**src/rtl/operand_entry_fsm.sv**
```systemverilog
// operand_entry_fsm: button-driven operand entry, start/result handshake and paged result display
module operand_entry_fsm #(
  parameter int DIGIT_W       = 5,
  parameter int NUM_OPERANDS  = 2,
  parameter int DIGITS_PER_OP = 2,
  parameter int RES_PAGES     = 2,
  localparam int F     = NUM_OPERANDS * DIGITS_PER_OP,
  localparam int RES_W = RES_PAGES * DIGIT_W,
  localparam int LW    = F + RES_PAGES,
  localparam int CW    = (F > 1) ? $clog2(F) : 1,
  localparam int PW    = (RES_PAGES > 1) ? $clog2(RES_PAGES) : 1
) (
  input  logic                 clk,
  input  logic                 rst_n,
  input  logic [DIGIT_W-1:0]   number,
  input  logic                 btn_change,
  input  logic                 btn_enter,
  input  logic                 btn_cancel,
  input  logic [RES_W-1:0]     result_in,
  input  logic                 result_valid,
  output logic [F*DIGIT_W-1:0] operands,
  output logic                 start,
  output logic [CW-1:0]        cursor,
  output logic [PW-1:0]        page,
  output logic [DIGIT_W-1:0]   disp_value,
  output logic [LW-1:0]        leds
);
  typedef enum logic [1:0] {S_SELECT, S_WAIT, S_RESULT} state_t;
  state_t               r_state;
  logic [F*DIGIT_W-1:0] r_ops;
  logic [RES_W-1:0]     r_result;
  logic [CW-1:0]        r_cursor;
  logic [PW-1:0]        r_page;
  logic                 r_start;
  logic [DIGIT_W-1:0]   r_disp;
  logic [LW-1:0]        r_leds;
  logic                 r_chg_q, r_ent_q, r_can_q;
  logic                 w_chg, w_ent, w_can;
  // Rising-edge detection against the previous-cycle button levels.
  assign w_can = btn_cancel & ~r_can_q;
  assign w_ent = btn_enter & ~r_ent_q;
  assign w_chg = btn_change & ~r_chg_q;
  assign operands   = r_ops;
  assign start      = r_start;
  assign cursor     = r_cursor;
  assign page       = r_page;
  assign disp_value = r_disp;
  assign leds       = r_leds;
  // Control FSM; cancel beats enter beats change, display regs lag state by one cycle.
  always_ff @(posedge clk or negedge rst_n) begin
    if (!rst_n) begin
      r_state  <= S_SELECT;
      r_ops    <= '0;
      r_result <= '0;
      r_cursor <= '0;
      r_page   <= '0;
      r_start  <= 1'b0;
      r_disp   <= '0;
      r_leds   <= LW'(1);
      r_chg_q  <= 1'b1;
      r_ent_q  <= 1'b1;
      r_can_q  <= 1'b1;
    end else begin
      r_chg_q <= btn_change;
      r_ent_q <= btn_enter;
      r_can_q <= btn_cancel;
      r_start <= 1'b0;
      if (w_can) begin
        r_state  <= S_SELECT;
        r_ops    <= '0;
        r_result <= '0;
        r_cursor <= '0;
        r_page   <= '0;
      end else begin
        case (r_state)
          S_SELECT: begin
            if (w_ent) begin
              r_start <= 1'b1;
              r_state <= S_WAIT;
            end else if (w_chg) begin
              r_ops[int'(r_cursor)*DIGIT_W +: DIGIT_W] <= number;
              r_cursor <= (r_cursor == CW'(F-1)) ? '0 : r_cursor + 1'b1;
            end
          end
          S_WAIT: begin
            if (result_valid) begin
              r_result <= result_in;
              r_page   <= '0;
              r_state  <= S_RESULT;
            end
          end
          S_RESULT: begin
            if (w_ent) r_page <= (r_page == PW'(RES_PAGES-1)) ? '0 : r_page + 1'b1;
          end
          default: r_state <= S_SELECT;
        endcase
      end
      r_disp <= (r_state == S_SELECT) ? r_ops[int'(r_cursor)*DIGIT_W +: DIGIT_W] :
                (r_state == S_RESULT) ? r_result[int'(r_page)*DIGIT_W +: DIGIT_W] : '0;
      r_leds <= (r_state == S_SELECT) ? LW'(1) << r_cursor :
                (r_state == S_RESULT) ? LW'(1) << (F + int'(r_page)) : '0;
    end
  end
endmodule

```
**config.mk**
```make
export PLATFORM = sky130hd
export DESIGN_NAME = operand_entry_fsm
export DESIGN_NICKNAME = d
export VERILOG_FILES = /design/src/rtl/operand_entry_fsm.sv
export SDC_FILE = /design/constraint.sdc
export NUM_CORES = 1
export LEC_CHECK = 0
export ABC_AREA = 1
export CORE_ASPECT_RATIO = 0.8
export CORE_MARGIN = 10
export CORE_UTILIZATION = 47
export CTS_BUF_LIST = sky130_fd_sc_hd__clkbuf_8
export CTS_CLUSTER_DIAMETER = 60
export DETAILED_ROUTE_END_ITERATION = 6
export PLACE_DENSITY = 0.78
export RECOVER_POWER = 100
export SLEW_MARGIN = 15
export SYNTH_ARGS = -nofsm -noshare
export SYNTH_HDL_FRONTEND = slang
export SYNTH_SLANG_ARGS = --single-unit
export TNS_END_PERCENT = 30
```
**constraint.sdc**
```tcl
create_clock -name clk -period 1.6 [get_ports clk]
set_input_delay 0.16 -clock clk [delete_from_list [all_inputs] [get_ports clk]]
set_output_delay 0.16 -clock clk [all_outputs]
set_load 0.005 [all_outputs]
```
==> qor.yml <==
finalNonFillerCells: 444
die-area_um2: 8830
wl_per_cell_um: 15.4
finalSetupViolCount: 0
internal_power_mw: 2.41
p_leak_nw: 1.65
synth_top_area_cell: "dfrtp_1"
ys_seq_elements: 50
post-synth-top-count-cell: "nand2_1"
synth_area_leaders: "dfrtp_1 45%, nand2_1 10%, nand3_1 9.6%, nor2_1 8.1%, dfstp_2 4.1%"
cellPowerDensity_nw_per_um2: 1160
end_kind: "output port"
post-route-min-period_ps: 1510
hold_start: "btn_cancel"
syn-cell-area_um2: 2560
num_rows: 23
drv_cap: 0
yosys.cell_types.count: 24
grt_pass1_wl_um: 11400
grt_max_degree: 19
crit_path_max_fanout: 7
core_area_um2: 5150
ir_drop_mv: 0.768
hold_viol: 0
cts_tree: "yes"
arrival_ps: 1350
antenna_found_initial: 0
overflow: 0
multiInputGateArea_um2: 1130
cts_root_buf: "clkbuf_8"
post-place-cells: 435
synthCells: 313
synth_edf_count: 0
fmax_mhz: 662
path_class: "reg -> out"
ant_nets: 0
die_y_um: 86.1
synthFlopType: "dfrtp_1"
via_per_inst: 5.22
rr_startpoint: "cursor[0]"
drt_first_pass_iters: 5
slew_headroom_pct: 33.9
detailed_place_hpwl_um: 5430
drtIter0Drc: 147
synth_commonest_cells: "71 x nand2_1, 55 x nor2_1, 49 x nand3_1"
drive_gt1_share_pct: 11.8
start_kind: "register"
path_cells: "buf_4, clkdlybuf4s50_1"
htree_levels: 2
rsz0062_at_grt: "yes"
cts_setup_buffers: 0
numCtsBuffers: 5
fin_area_um2: 3330
power_frac_seq_pct: 40.2
postLayoutCoreUtil_pct: 64.7
p_clk_share_pct: 20.1
max_stage_delay_ps: 520
gp_congestion: 0.915
routed_wl_um: 6840
critPathLaunch: "cursor[0]"
areaGrowthSynthToFinish_pct: 30.1
synthArstFlopShare_pct: 100
n_fill_cell: 453
fin_nets: 407
place_area_um2: 3220
status: "finished clean"
vias: 2318
yosysWarnings: 0
drcViolationCount: 0
syn-num-nets: 339
p_sw_share_pct: 37.4
required_ps: 1440
initial_core_util_pct: 49.8
antenna_cells: 0
preCtsSetupSlack_ps: 82.7
numPortBuffers: 55
period_share_pct: 94.5
regArea_um2: 1260
ys_seq_area_share_pct: 49.0
cts_buffer_depth: 2
comb_power_share_pct: 39.7
worst-slew-pin-transition_ps: 992
setup_slack_ps: 88.5
critPathSlowestCell: "clkdlybuf4s50_1"
drv_slew: 0
finalClockSkew_ps: 9.89
hold_class: "in -> reg"
io-pin-count: 56
die_x_um: 103
clkLatencyLatePin_ps: 310
cts.clk_slew.worst_paths_ps: 100
switching_power_mw: 1.44
syn_avg_cell_area_um2: 8.19
cts.sinks: 50
grt_pass1_vias: 2358
grt_usage_pct: 16.0
synth_top_area_share_pct: 44.9
==> sequential cells by signal, indices dropped and copies added, names as in the netlist <==
name        count
operands       20
r_result       10
leds            6
disp_value      5
cursor          2
r_state         2
page            1
r_can_q         1
r_chg_q         1
r_ent_q         1
start           1
==> metrics by stage <==
step	setup TNS, ps	total power [mW]	hold slack, ps
3_3_place_gp	0	3.03	110
3_5_place_dp	0	3.07	120
5_1_grt	-3.25	4.11	339
2_1_floorplan	0	2.42	-136
4_1_cts	0	3.85	294
6_report	0	3.85	333
==> cell families (layout without fill, tap and decap cells) <==
kind of cell               Yosys count  count (layout)  share of synthesized area (%)
AOI/OAI and AO/OA                   24              24                           4.73
adders and majority gates            5               5                           2.44
buffers and inverters               40             109                           7.32
DFF                                 50              50                           49.0
and+or+nand+nor                    194             194                           36.5
==> power groups by stage <==
| stage | Combinational (mW) | Clock [mW] | Sequential (mW) |
|---|---|---|---|
| 2_1_floorplan | 0.838 | 0 | 1.59 |
| 3_3_place_gp | 1.47 | 0 | 1.56 |
| 3_5_place_dp | 1.50 | 0 | 1.57 |
| 4_1_cts | 1.52 | 0.784 | 1.55 |
| 5_1_grt | 1.71 | 0.833 | 1.56 |
| 6_report | 1.53 | 0.775 | 1.55 |
==> cell type report <==
| cell class | count | area share, % |
|---|---|---|
| Tap cell | 62 | 2.33 |
| Clock inverter | 3 | 0.750 |
| Inverter | 30 | 3.38 |
| Multi-Input combinational cell | 223 | 33.8 |
| Timing Repair Buffer | 71 | 20.0 |
| Clock buffer | 5 | 2.06 |
| Sequential cell | 50 | 37.7 |
==> layout by cell type (no fill, tap or decap) <==
cell / netlist / routed
dfrtp_1: 46 / 46
nand4_1: 5 / 5
inv_6: 0 / 1
nand4_4: 3 / 3
clkinv_1: 1 / 1
clkdlybuf4s50_1: 0 / 52
inv_2: 2 / 3
nor2_2: 2 / 2
buf_4: 5 / 14
nor2_1: 55 / 55
clkbuf_8: 0 / 5
a21oi_1: 7 / 7
dfstp_2: 4 / 4
inv_1: 27 / 26
nand3_4: 1 / 1
nand3_1: 49 / 48
ha_2: 0 / 1
nor3_1: 1 / 1
nand3_2: 0 / 1
clkinvlp_4: 0 / 1
clkbuf_1: 0 / 1
nor2_8: 1 / 1
clkbuf_4: 0 / 1
clkinv_4: 0 / 1
dlygate4sd3_1: 0 / 3
o22ai_1: 1 / 1
nor2_4: 3 / 3
o21ai_0: 11 / 11
nand2_1: 71 / 71
ha_1: 5 / 4
o21ai_1: 5 / 5
nand2_4: 3 / 3
==> routing by layer <==
metal / vias up / track usage [%] / routed length, um / part of all wire (%)
li1: 1134 / - / - / -
met1: 1088 / 21.4 / 3160 / 46
met2: 81 / 24.9 / 3050 / 45
met3: 15 / 4.01 / 514 / 7.5
met4: 0 / 4.35 / 110 / 1.6
met5: - / 0 / 0 / 0
==> worst max-delay path: cells and delay by family, from the launching register on <==
family	cells	cell delay [ps]
buffers and inverters	2	680
flip-flops	1	370
==> timing repair <==
| action | in CTS | in global routing |
|---|---|---|
| endpoints found under the setup margin | 0 | 5 |
| hold buffers | 1 | 0 |
| endpoints found under the hold margin | 12 | 0 |
| resized for setup | 0 | 3 |
==> final timing paths <==
check	endpoint	slack, ps	depth (start not counted)
worst max-delay path	cursor[0]	90	2
worst min-delay path	r_can_q	330	1
worst max register to register	operands[17]	120	7
worst min register to register	r_result[0]	490	2
max in group asynchronous	disp_value[0]	200	3
min in group asynchronous	r_result[5]	520	2
(Power assumes the default switching activity.)
